===== config.mk =====
export PLATFORM = sky130hd
export DESIGN_NAME = score_event_scheduler_flat
export DESIGN_NICKNAME = d
export VERILOG_FILES = /design/src/rtl/score_event_scheduler_if.sv /design/src/rtl/score_event_scheduler.sv /design/src/flat_wrapper.sv
export SDC_FILE = /design/constraint.sdc
export NUM_CORES = 1
export LEC_CHECK = 0
export BUFFER_PORTS_ARGS = -buffer_cell sky130_fd_sc_hd__buf_2
export CORE_AREA = 4 4 56 63
export CTS_BUF_LIST = sky130_fd_sc_hd__clkbuf_16
export DETAILED_ROUTE_END_ITERATION = 7
export DIE_AREA = 0 0 60 67
export PLACE_DENSITY = 0.73
export SYNTH_ARGS = -nofsm -noshare
export SYNTH_HDL_FRONTEND = slang
export SYNTH_SLANG_ARGS = --single-unit

===== constraint.sdc =====
create_clock -name clk -period 2.6 [get_ports clk]
set_clock_uncertainty 0.1 [all_clocks]
set_input_delay 0.13 -clock clk [delete_from_list [all_inputs] [get_ports clk]]
set_output_delay 0.13 -clock clk [all_outputs]
set_load 0.05 [all_outputs]

===== src/rtl/score_event_scheduler_if.sv =====
// Event/ALU handshake bundle for score_event_scheduler: requester pulses and
// controls in, ALU strobe/op code and status flags out.
interface score_event_scheduler_if;
    logic [3:0] req;
    logic       pause;
    logic       clr_ovf;
    logic       alu_enable;
    logic [1:0] alu_select;
    logic       busy;
    logic [3:0] ovf;

    modport master (
        output req, pause, clr_ovf,
        input  alu_enable, alu_select, busy, ovf
    );

    modport slave (
        input  req, pause, clr_ovf,
        output alu_enable, alu_select, busy, ovf
    );
endinterface


===== src/rtl/score_event_scheduler.sv =====
// Queues score events from four requesters and issues at most one ALU op per slot.
// Define SCORE_SCHED_RR_EN for round-robin arbitration; otherwise fixed priority (0 highest).
module score_event_scheduler #(
    parameter int CNT_W = 4,
    parameter int GAP   = 0
) (
    input  logic                  clk,
    input  logic                  reset,
    score_event_scheduler_if.slave bus
);

    localparam logic [1:0] ST_IDLE  = 2'd0;
    localparam logic [1:0] ST_ISSUE = 2'd1;
    localparam logic [1:0] ST_HOLD  = 2'd2;

    localparam int              HOLD_W  = (GAP > 0) ? $clog2(GAP + 1) : 1;
    localparam logic [CNT_W-1:0] CNT_MAX = '1;

    logic [CNT_W-1:0]  cnt [4];
    logic [3:0]        ovf_q;
    logic [1:0]        state;
    logic [HOLD_W-1:0] hold_cnt;
    logic              alu_enable_q;
    logic [1:0]        alu_select_q;

    logic [3:0] nonempty;
    logic [3:0] dec_vec;
    logic [3:0] ovf_set;
    logic       eval_slot;
    logic       found;
    logic       grant;
    logic [1:0] grant_idx;

    // NOTE: every signal driven from always_comb gets a default first, so no
    // path through the block can leave it unassigned and infer a latch.
    always_comb begin
        nonempty = '0;
        for (int i = 0; i < 4; i++) begin
            nonempty[i] = (cnt[i] != '0);
        end
    end

    // A grant slot opens in IDLE, in ISSUE when back-to-back issue is allowed,
    // and on the last HOLD cycle (countdown reaching zero re-evaluates as IDLE).
    always_comb begin
        eval_slot = 1'b1;
        case (state)
            ST_ISSUE: eval_slot = (GAP == 0);
            ST_HOLD:  eval_slot = (hold_cnt <= HOLD_W'(1));
            default:  eval_slot = 1'b1;
        endcase
    end

`ifdef SCORE_SCHED_RR_EN
    logic [1:0] rr_ptr;
    logic [1:0] cand;

    always_comb begin
        found     = 1'b0;
        grant_idx = rr_ptr;
        cand      = '0;
        for (int k = 1; k <= 4; k++) begin
            cand = rr_ptr + 2'(k);
            if (!found && nonempty[cand]) begin
                found     = 1'b1;
                grant_idx = cand;
            end
        end
    end

    always_ff @(posedge clk or posedge reset) begin
        if (reset) begin
            rr_ptr <= 2'd3;
        end else if (grant) begin
            rr_ptr <= grant_idx;
        end
    end
`else
    always_comb begin
        found     = 1'b0;
        grant_idx = '0;
        for (int k = 3; k >= 0; k--) begin
            if (nonempty[k]) begin
                found     = 1'b1;
                grant_idx = 2'(k);
            end
        end
    end
`endif

    assign grant = eval_slot && !bus.pause && found;

    // A request and a grant on the same edge cancel; only an uncancelled
    // request against a full counter is a dropped event.
    always_comb begin
        dec_vec = '0;
        ovf_set = '0;
        for (int i = 0; i < 4; i++) begin
            dec_vec[i] = grant && (grant_idx == 2'(i));
            ovf_set[i] = bus.req[i] && !dec_vec[i] && (cnt[i] == CNT_MAX);
        end
    end

    // NOTE: state registers use non-blocking assignments so every flop samples
    // the pre-edge values regardless of statement order.
    always_ff @(posedge clk or posedge reset) begin
        if (reset) begin
            state        <= ST_IDLE;
            hold_cnt     <= '0;
            alu_enable_q <= 1'b0;
            alu_select_q <= 2'b00;
        end else begin
            alu_enable_q <= grant;
            if (grant) begin
                alu_select_q <= grant_idx;
            end
            case (state)
                ST_HOLD: begin
                    if (hold_cnt > HOLD_W'(1)) begin
                        hold_cnt <= hold_cnt - HOLD_W'(1);
                    end else begin
                        hold_cnt <= '0;
                        state    <= grant ? ST_ISSUE : ST_IDLE;
                    end
                end
                ST_ISSUE: begin
                    if (GAP > 0) begin
                        state    <= ST_HOLD;
                        hold_cnt <= HOLD_W'(GAP);
                    end else begin
                        state <= grant ? ST_ISSUE : ST_IDLE;
                    end
                end
                default: state <= grant ? ST_ISSUE : ST_IDLE;
            endcase
        end
    end

    // NOTE: the pending counters are a tiny register array, not a RAM, so they
    // are reset explicitly; reset must discard every queued event.
    always_ff @(posedge clk or posedge reset) begin
        if (reset) begin
            for (int i = 0; i < 4; i++) begin
                cnt[i] <= '0;
            end
            ovf_q <= '0;
        end else begin
            for (int i = 0; i < 4; i++) begin
                if (bus.req[i] && !dec_vec[i] && (cnt[i] != CNT_MAX)) begin
                    cnt[i] <= cnt[i] + 1'b1;
                end else if (dec_vec[i] && !bus.req[i]) begin
                    cnt[i] <= cnt[i] - 1'b1;
                end
            end
            ovf_q <= ovf_set | (bus.clr_ovf ? 4'b0000 : ovf_q);
        end
    end

    assign bus.alu_enable = alu_enable_q;
    assign bus.alu_select = alu_select_q;
    assign bus.busy       = (|nonempty) | alu_enable_q;
    assign bus.ovf        = ovf_q;

endmodule


===== src/flat_wrapper.sv =====
// flat-port wrapper written by rule: the top's interface ports become plain ports
module score_event_scheduler_flat 
#(
    parameter int CNT_W = 4,
    parameter int GAP   = 0
)
  (clk, reset, bus_req, bus_pause, bus_clr_ovf, bus_alu_enable, bus_alu_select, bus_busy, bus_ovf);
  score_event_scheduler_if bus_i ();
  input  logic clk;
  input  logic reset;
  input wire logic [$bits(bus_i.req)-1:0] bus_req;
  input wire logic [$bits(bus_i.pause)-1:0] bus_pause;
  input wire logic [$bits(bus_i.clr_ovf)-1:0] bus_clr_ovf;
  output wire logic [$bits(bus_i.alu_enable)-1:0] bus_alu_enable;
  output wire logic [$bits(bus_i.alu_select)-1:0] bus_alu_select;
  output wire logic [$bits(bus_i.busy)-1:0] bus_busy;
  output wire logic [$bits(bus_i.ovf)-1:0] bus_ovf;
  assign bus_i.req = bus_req;
  assign bus_i.pause = bus_pause;
  assign bus_i.clr_ovf = bus_clr_ovf;
  assign bus_alu_enable = bus_i.alu_enable;
  assign bus_alu_select = bus_i.alu_select;
  assign bus_busy = bus_i.busy;
  assign bus_ovf = bus_i.ovf;
  score_event_scheduler #(.CNT_W(CNT_W), .GAP(GAP)) u_core (.clk(clk), .reset(reset), .bus(bus_i));
endmodule

==> summary.txt, run 1 <==
Run status
  – Run status: finished with violations
  – Failing checks: setup timing

Worst setup path
  – CP Launch Type: flop
  – Buf+Inv Stages, Crit Path: 0
  – Crit path largest cell delay: 0.55 ns
  – RR Startpoint: u_core.cnt[11]$_DFFE_PP0P_
  – CP endpoint kind: flop
  – Stages on worst setup path: 8
  – CP max-delay cell: or4_4
  – Crit-path cells: or4_4, or3_4, o211ai_4, ha_1, a21o_1, a21oi_2, mux2i_1, a22oi_1
  – Critical path type: flop to flop
  – Cell family with most CP delay: simple AND/OR/NAND/NOR gates
  – R2R cell count: 8
  – Arrival time at the worst endpoint: 2.69 ns
  – Crit path from: u_core.cnt[11]$_DFFE_PP0P_
  – CP Data Required Time: 2.63 ns
  – Reg2Reg Setup Slack: -0.06 ns
  – Worst-path maximum fanout: 3

Yosys
  – Post-synth ARST share: 100%
  – Yosys reg bits: 23
  – Synth Warn #: 0
  – Syn_area_per_cell: 10.1 µm²
  – Register area share after synthesis: 38.9%
  – Mapped Cells: 146
  – Mapped Nets: 166
  – Post-synth cell types: 42
  – Number of synthesized flops with an enable pin: 0
  – Cell area after synthesis: 0.00148 mm²
  – Ys flop type: dfrtp_1

Layout
  – Total area of sequential cells: 578 µm²
  – N_diodes: 0
  – Final std cells w/o fill: 217
  – Number of nets in the layout: 204
  – Fillers: 243
  – Area of the multi-input gates: 947 µm²
  – Area growth syn-to-layout: 28.8%
  – Fraction of layout cells with a size suffix above 1: 32.2%

Min path
  – Hold depth: 2
  – Hold_sp: bus_req[1]
  – Type of the most critical hold path: primary input to flop

Floorplan
  – Site row count: 21
  – Io pins: 16
  – Die height: 67 µm
  – Core Area: 0.00294 mm²
  – Die W: 60 µm
  – Die ar.: 0.00402 mm²
  – Starting density of the core: 50.3%

Timing
  – RSZ-0062 raised after global routing: yes
  – Final Hold Vio Count: 0
  – Finish-stage setup viols: 3
  – Final period utilization: 102%
  – Worst-case hold slack: 0.0566 ns
  – Max frequency: 375 MHz
  – Final-report max-slew violation count: 0
  – Worst-Margin Slew: 0.878 ns
  – Time the worst path needs with I/O delays and setup: 2.66 ns
  – Worst slew margin: 41.4%
  – Final worst-path setup slack: -0.0632 ns

Power and ir drop
  – Leak: 0.877 nW
  – Maximum vdd drop: 636 µV
  – Cell Pwr Density: 1140 mW/mm²
  – Total Power: 2.18 mW

Clock tree
  – Clock root buffer: clkbuf_16
  – Worst-skew pair later-pin latency: 0.25 ns
  – H-tree depth: 1
  – Num CTS Buffers: 3
  – Clock transition at path regs: 0.06 ns
  – TritonCTS clock tree: built
  – Clk buf depth: 2
  – Clock Sinks: 23

Detailed routing
  – DRT Wirelength: 3.23 mm
  – Routed WL per cell: 14.9 µm
  – 1st-iter DRT viols: 49
  – DRC viols: 0
  – Antenna Violating Nets Remaining: 0
  – DRT Pass-1 Iters: 4
  – Via density: 5.74
  – Via Count: 1,245

Placement
  – Place WS: -0.109 ns
  – Placed cells: 212
  – Port-buffer cells: 15
  – GPL Wtd Cong: 0.871
  – DP HPWL: 2.52 mm

Global route
  – First-pass GRT wire length: 5.62 mm
  – Global route overflow: 0
  – Initial antenna violation count: 0
  – Vias in the first global route: 1,268
  – All-Layer GR Usage: 18.6%
  – Largest net degree at the start of global routing: 24

Job
  – Max-cap violation count: 0
[registers in the layout, summed over array words and instances (netlist names)]
name and cells:
u_core.cnt 16, u_core.bus.ovf 4, u_core.bus.alu_select 2, u_core.bus.alu_enable 1
[path summary, 6_finish.rpt]
| path | endpoint |
|---|---|
| worst max-delay path | u_core.cnt[3]$_DFFE_PP0P_ |
| min in group asynchronous | u_core.cnt[1]$_DFFE_PP0P_ |
| worst min register to register | u_core.bus.alu_select[0]$_DFFE_PP0P_ |
| worst min-delay path | u_core.cnt[10]$_DFFE_PP0P_ |
| worst max register to register | u_core.cnt[3]$_DFFE_PP0P_ |
| max in group asynchronous | u_core.cnt[13]$_DFFE_PP0P_ |
[metrics by stage]
| stage | utilization [%] | area [µm²] | TNS (ns) |
|---|---|---|---|
| 3_5_place_dp | 61.3 | 1800 | -0.221 |
| 3_3_place_gp | 61.3 | 1800 | -0.0848 |
| 6_report | 64.8 | 1910 | -0.143 |
| 2_1_floorplan | - | 1560 | -0.217 |
| 5_1_grt | 64.8 | 1910 | -0.493 |
| 4_1_cts | 64.3 | 1890 | -0.204 |
[Yosys cell counts, types with 2 or more instances]
cell | n | area [µm²]
a21o_1 | 4 | 30.0
a21oi_1 | 13 | 65.1
a2bb2oi_1 | 2 | 17.5
a31oi_1 | 4 | 25.0
dfrtp_1 | 23 | 576
fa_1 | 4 | 80.1
ha_1 | 8 | 100
inv_1 | 9 | 33.8
mux2i_1 | 6 | 60.1
nand2_1 | 10 | 37.5
nand2b_1 | 2 | 12.5
nand3_1 | 3 | 15.0
nand4_1 | 4 | 25.0
nor2_1 | 9 | 33.8
nor4_1 | 4 | 25.0
o22ai_1 | 4 | 25.0
or3_1 | 4 | 25.0
or3_4 | 2 | 22.5
or4_4 | 2 | 22.5
xnor2_1 | 2 | 17.5
xor2_1 | 6 | 52.6
[cells by family (layout without fill, tap and decap cells)]
kind of cell	count (synthesis)	after routing	share of synthesized area (%)
AOI/OAI and AO/OA	36	36	16.6
xor gates and xnor gates	8	8	4.73
adders and majority gates	12	12	12.2
buffers and inverters	11	48	2.87
DFF	23	23	38.9
muxes	8	8	5.57
and+or+nand+nor	48	48	19.2
[cells in the final DEF, fill, tap and decap left out, types with 5 or more instances in the layout]
| master | count |
|---|---|
| buf_2 | 15 |
| dfrtp_1 | 21 |
| inv_1 | 10 |
| a21oi_1 | 10 |
| buf_4 | 19 |
| nand2_1 | 10 |
| xor2_1 | 5 |
| ha_1 | 6 |
| nor2_1 | 9 |
| mux2i_1 | 6 |
[area by class of cell]
type | instances | area share (%)
multi-input combinational | 112 | 49.6
clock inverter | 1 | 0.197
clock buffer | 3 | 3.93
tap | 34 | 2.23
sequential | 23 | 30.3
timing repair buffer | 35 | 11.9
inverter | 9 | 1.77
[repair_timing]
action / CTS / global route
hold endpoints to repair: 23 / 0
hold buffers: 1 / 0
resized for setup: 0 / 3
pin swaps: 2 / 0
endpoints found under the setup margin: 4 / 5
cloned: 0 / 0
setup buffers: 0 / 0
[report_power, final]
group          internal, mW  switching (mW)  total (mW)
clock                 0.205           0.119       0.324
sequential            0.512           0.131       0.643
combinational         0.570           0.640        1.21
total                  1.29           0.891        2.18
[layer usage]
layer,vias to the layer above,part of all wire (%),GRT usage (%)
li1,616,-,-
met1,608,44,22.9
met2,19,53,32.3
met3,2,2.9,2.71
met4,0,0.56,6.37
met5,-,0,0
No activity file was read; power rests on OpenSTA's default activity.
==> inputs of run 2 (changes only) <==
Settings changed: GPL_TIMING_DRIVEN from default to 0.
==> summary.txt, run 2 (synthesis results as in run 1) <==
Run status
  – Run status: finished with violations
  – Failing checks: setup timing

Min path
  – Hold depth: 2 (unchanged)
  – Type of the most critical hold path: primary input to flop

Timing
  – Final Hold Vio Count: 0 (unchanged)
  – Worst-case hold slack: 0.0519 ns (-0.00472 ns)
  – Setup TNS: -0.321 ns (-0.178 ns)
  – Final-report max-slew violation count: 0 (unchanged)
  – Finish-stage setup viols: 4 (+1)
  – Worst-Margin Slew: 0.883 ns (+0.00550 ns)
  – Final worst-path setup slack: -0.109 ns (-0.0454 ns)
  – Final period utilization: 104% (+1.7 points)
  – Worst slew margin: 41.0% (-0.37 points)
  – Time the worst path needs with I/O delays and setup: 2.71 ns (+0.0454 ns)
  – RSZ-0062 raised after global routing: yes
  – Max frequency: 369 MHz (-1.7%)

Detailed routing
  – 1st-iter DRT viols: 82 (+67%)
  – Routed WL per cell: 16.1 µm (+8.6%)
  – DRC viols: 0 (unchanged)
  – DRT Wirelength: 3.57 mm (+11%)
  – Antenna Violating Nets Remaining: 0 (unchanged)
  – DRT Pass-1 Iters: 4 (unchanged)
  – Via Count: 1,293 (+3.9%)
  – Via density: 5.85 (+2.0%)

Worst setup path
  – Critical path type: flop to flop
  – R2R cell count: 8 (unchanged)
  – CP endpoint kind: flop
  – Arrival time at the worst endpoint: 2.79 ns (+0.10 ns)
  – Worst-path maximum fanout: 4 (+1)
  – CP Launch Type: flop
  – CP Data Required Time: 2.68 ns (+0.05 ns)

Global route
  – All-Layer GR Usage: 18.6% (+0.050 points)
  – Largest net degree at the start of global routing: 24 (unchanged)
  – Vias in the first global route: 1,307 (+3.1%)
  – Global route overflow: 0 (unchanged)
  – Initial antenna violation count: 0 (unchanged)
  – First-pass GRT wire length: 5.80 mm (+3.2%)

Layout
  – Number of nets in the layout: 208 (+2.0%)
  – Final design utilization: 67.6% (+2.8 points)
  – Fraction of layout cells with a size suffix above 1: 38.0% (+5.7 points)
  – Area growth syn-to-layout: 34.4%
  – Max reg flops: 16 (unchanged)
  – Final std cells w/o fill: 221 (+1.8%)
  – Area of the multi-input gates: 995 µm² (+5.0%)
  – Total area of sequential cells: 583 µm² (+0.87%)
  – N_diodes: 0 (unchanged)
  – Largest reg by FF count: u_core.cnt
  – Most common cell after layout, fill and taps aside: buf_4
  – Most frequent cells in the layout: buf_4, dfrtp_1, buf_2
  – Fillers: 222 (-8.6%)

Placement
  – DP HPWL: 2.21 mm (-12%)
  – GPL Wtd Cong: 0.832 (-4.5%)
  – Port-buffer cells: 15 (unchanged)
  – Placed cells: 195 (-8.0%)

Floorplan
  – Core Area: 0.00294 mm² (unchanged)
  – Site row count: 21 (unchanged)
  – Io pins: 16 (unchanged)
  – Starting density of the core: 50.3% (unchanged)
  – Die ar.: 0.00402 mm² (unchanged)
  – Die W: 60 µm (unchanged)
  – Die height: 67 µm (unchanged)

Clock tree
  – Clock Sinks: 23 (unchanged)
  – Clock transition at path regs: 0.06 ns (about the same)
  – Clock root buffer: clkbuf_16
  – Num CTS Buffers: 3 (unchanged)
  – Worst-skew pair later-pin latency: 0.25 ns (about the same)
  – Clk buf depth: 2 (unchanged)
  – H-tree depth: 1 (unchanged)
  – TritonCTS clock tree: built

Power and ir drop
  – Cell Pwr Density: 1170 mW/mm² (+2.6%)
  – Maximum vdd drop: 755 µV (+19%)
  – Leak: 0.894 nW (+1.9%)

Job
  – Max-cap violation count: 0 (unchanged)
[run 2: stage by stage]
step | total power, mW | setup slack [ns] | area (µm²)
4_1_cts | 2.16 | -0.128 | 1890
3_5_place_dp | 1.67 | -0.263 | 1680
5_1_grt | 2.50 | -0.259 | 1990
3_3_place_gp | 1.61 | -0.231 | 1680
6_report | 2.33 | -0.109 | 1990
2_1_floorplan | 1.46 | -0.0832 | 1560
[run 2: power by group]
part           switching [mW]  internal, mW  total, mW
combinational           0.646         0.640       1.29
clock                   0.124         0.205      0.329
sequential              0.197         0.517      0.714
total                   0.967          1.36       2.33
[run 2: repair_timing]
| action | in CTS | in global routing |
|---|---|---|
| gates resized for setup | 7 | 8 |
| setup buffers | 15 | 7 |
| endpoints found under the setup margin | 6 | 6 |
| endpoints found under the hold margin | 23 | 0 |
| pin swaps | 10 | 7 |
| hold buffers | 1 | 0 |
[run 2: per-layer routing]
layer,global-route usage [%],wire length [µm],vias to the layer above
met5,0,0,-
met4,5.82,71,0
met3,2.71,133,8
met2,33.1,1850,31
met1,22.5,1520,631
li1,-,-,623
[run 2: worst max-delay path, cell delays in order, from the launching register on]
cell,delay (ns)
dfrtp_1,0.38
or4_4,0.56
or4_4,0.57
nand3_4,0.12
ha_4,0.21
a21o_1,0.16
a21oi_2,0.15
mux2i_1,0.23
xor2_1,0.16
[run 2: final timing paths]
kind | start | to | slack [ns]
max | u_core.cnt[11]$_DFFE_PP0P_ | u_core.cnt[7]$_DFFE_PP0P_ | -0.11
min | bus_clr_ovf | u_core.bus.ovf[2]$_DFF_PP0_ | 0.05
max reg2reg | u_core.cnt[11]$_DFFE_PP0P_ | u_core.cnt[7]$_DFFE_PP0P_ | -0.11
min reg2reg | u_core.bus.alu_select[0]$_DFFE_PP0P_ | u_core.bus.alu_select[0]$_DFFE_PP0P_ | 0.41
max in group asynchronous | reset | u_core.cnt[9]$_DFFE_PP0P_ | 1.29
min in group asynchronous | reset | u_core.bus.ovf[2]$_DFF_PP0_ | 0.50
[run 2: layout make-up]
type | count | share of cell area, %
buffer | 1 | 0.189
clock buffer | 3 | 3.77
clock inverter | 1 | 0.189
inverter | 9 | 1.70
multi-input combinational | 112 | 50.0
sequential | 23 | 29.3
tap | 34 | 2.14
timing repair buffer | 38 | 12.8
==> inputs of run 3 (changes only) <==
Settings changed: CORE_AREA 4 4 56 63 to 4 4 52 59, DIE_AREA 0 0 60 67 to 0 0 56 63, PLACE_DENSITY 0.73 to 0.8, SETUP_SLACK_MARGIN from default to 0.2, TNS_END_PERCENT from default to 20.
Clock period 2.6 ns to 3.2 ns, I/O delays scaled along.
==> summary.txt, run 3 (synthesis results as in run 1) <==
Worst setup path
  – Critical path type: flop to flop
  – Worst-path maximum fanout: 6 (+2)
  – Cell family with most CP delay: simple AND/OR/NAND/NOR gates
  – Arrival time at the worst endpoint: 3.00 ns (+0.21 ns)
  – Buf+Inv Stages, Crit Path: 0 (unchanged)
  – CP endpoint kind: flop
  – CP Launch Type: flop
  – CP Data Required Time: 3.28 ns (+0.60 ns)
  – Crit-path most repeated cell: or4_4
  – CP max-delay cell: or4_4
  – Crit path largest cell delay: 0.57 ns (about the same)
  – Crit-path cells: or4_4, or4_4, nand3_2, ha_1, a21o_1, a21oi_1, mux2i_1, xor2_1

Global route
  – All-Layer GR Usage: 17.8% (-0.76 points)
  – Vias in the first global route: 1,159 (-11%)
  – Initial antenna violation count: 0 (unchanged)
  – Global route overflow: 0 (unchanged)
  – Largest net degree at the start of global routing: 24 (unchanged)
  – First-pass GRT wire length: 5.18 mm (-11%)

Placement
  – Place WS: 0.0694 ns (+0.333 ns)
  – DP HPWL: 2.27 mm (+2.7%)
  – Placed cell area: 0.00160 mm² (-4.9%)
  – GPL Wtd Cong: 0.863 (+3.7%)
  – Port-buffer cells: 15 (unchanged)

Clock tree
  – Clock root buffer: clkbuf_16
  – Worst-skew pair later-pin latency: 0.25 ns (about the same)
  – Clk buf depth: 2 (unchanged)
  – Clock transition at path regs: 0.06 ns (about the same)
  – Clock Sinks: 23 (unchanged)
  – Num CTS Buffers: 3 (unchanged)
  – H-tree depth: 1 (unchanged)
  – TritonCTS clock tree: built

Floorplan
  – Starting density of the core: 59.9% (+9.6 points)
  – Io pins: 16 (unchanged)
  – Die height: 63 µm (-6.0%)
  – Die W: 56 µm (-6.7%)
  – Die ar.: 0.00353 mm² (-12%)
  – Site row count: 19 (-9.5%)
  – Core Area: 0.00247 mm² (-16%)

Min path
  – Type of the most critical hold path: primary input to async pin

Detailed routing
  – Via density: 6.10 (+4.3%)
  – Antenna Violating Nets Remaining: 0 (unchanged)
  – DRT Pass-1 Iters: 4 (unchanged)
  – Via Count: 1,196 (-7.5%)
  – DRC viols: 0 (unchanged)
  – Routed WL per cell: 15.4 µm (-4.7%)
  – 1st-iter DRT viols: 50 (-39%)
  – DRT Wirelength: 3.02 mm (-15%)

Timing
  – Worst-Margin Slew: 0.877 ns (-0.00588 ns)
  – Setup TNS: 0 ns (+0.321 ns)
  – Finish-stage setup viols: 0 (-4)
  – RSZ-0062 raised after global routing: yes
  – Final-report max-slew violation count: 0 (unchanged)
  – Final period utilization: 91.4% (-13 points)
  – Final Hold Vio Count: 23 (+23)
  – Worst-case hold slack: -0.0170 ns (-0.0689 ns)
  – Final worst-path setup slack: 0.276 ns (+0.384 ns)
  – Max frequency: 342 MHz (-7.4%)
  – Worst slew margin: 41.4% (+0.39 points)
  – Time the worst path needs with I/O delays and setup: 2.92 ns (+0.216 ns)

Layout
  – Largest reg by FF count: u_core.cnt
  – Most common cell after layout, fill and taps aside: dfrtp_1
  – Fillers: 201 (-9.5%)
  – Final instance area: 0.00170 mm² (-14%)
  – Most frequent cells in the layout: dfrtp_1, buf_2, a21oi_1
  – Fraction of layout cells with a size suffix above 1: 21.2% (-17 points)
  – Number of nets in the layout: 186 (-11%)
  – N_diodes: 0 (unchanged)
  – Total area of sequential cells: 577 µm² (-1.1%)
  – Max reg flops: 16 (unchanged)
  – Area growth syn-to-layout: 15.0%
  – Area of the multi-input gates: 891 µm² (-10%)

Power and ir drop
  – Maximum vdd drop: 713 µV (-5.6%)
  – Leak: 0.778 nW (-13%)
  – Cell Pwr Density: 935 mW/mm² (-20%)
  – Total Power: 1.59 mW (-32%)

Run status
  – Run status: finished with violations
  – Failing checks: hold timing

Job
  – Max-cap violation count: 0 (unchanged)
-- run 3: cell count changes in the layout (fill, tap and decap cells not counted), sizes merged --
| cell | before | now |
|---|---|---|
| dlygate4sd3 | 1 | 0 |
| inv | 10 | 9 |
| clkinv | 0 | 1 |
| buf | 37 | 16 |
-- run 3: worst register-to-register path, stage by stage (launching register included) --
cell and delay, ns:
dfrtp_1 0.47, or4_4 0.57, or4_4 0.56, nand3_2 0.16
ha_1 0.26, a21o_1 0.17, a21oi_1 0.17, mux2i_1 0.23
xor2_1 0.17
-- run 3: report_power, final --
part | total, mW | leakage (nW) | switching (mW) | internal [mW]
Sequential | 0.607 | 0.272 | 0.193 | 0.414
Combinational | 0.720 | 0.465 | 0.382 | 0.339
Clock | 0.267 | 0.0409 | 0.0994 | 0.168
-- run 3: per-layer routing --
layer	vias up	track usage [%]	wire length [µm]
li1	579	-	-
met5	-	0	0
met3	4	3.31	100
met1	585	22.4	1310
met4	0	4.75	25
met2	28	31.1	1580
-- run 3: what timing repair did --
item	in CTS	in global routing
pin swaps	0	0
setup endpoints to repair	3	3
buffers inserted	0	0
hold buffers	0	0
resized for setup	3	3
-- run 3: per-stage QoR --
step | utilization, % | instances | hold slack [ns]
2_1_floorplan | - | 146 | 0.0619
3_3_place_gp | 64.5 | 192 | 0.278
3_5_place_dp | 64.5 | 192 | 0.289
4_1_cts | 68.2 | 196 | 0.0186
5_1_grt | 68.9 | 196 | 0.0557
6_report | 68.9 | 196 | -0.0170
-- run 3: area by class of cell --
type	count	share of cell area [%]
Multi-Input combinational cell	112	52.3
Sequential cell	23	33.8
Clock buffer	3	4.41
Timing Repair Buffer	15	4.41
Tap cell	31	2.28
Inverter	9	1.98
Buffer	2	0.514
Clock inverter	1	0.294
-- run 3: final timing paths --
| path | startpoint | slack [ns] | to | cells after the start |
|---|---|---|---|---|
| worst max-delay path | u_core.cnt[8]$_DFFE_PP0P_ | 0.28 | u_core.cnt[7]$_DFFE_PP0P_ | 8 |
| worst min-delay path | reset | -0.02 | u_core.cnt[13]$_DFFE_PP0P_ | 2 |
| worst max register to register | u_core.cnt[8]$_DFFE_PP0P_ | 0.28 | u_core.cnt[7]$_DFFE_PP0P_ | 8 |
| worst min register to register | u_core.bus.alu_select[0]$_DFFE_PP0P_ | 0.40 | u_core.bus.alu_select[0]$_DFFE_PP0P_ | 1 |
| max in group asynchronous | reset | 2.42 | u_core.cnt[12]$_DFFE_PP0P_ | 2 |
| min in group clk | bus_req[2] | 0.04 | u_core.cnt[5]$_DFFE_PP0P_ | 2 |
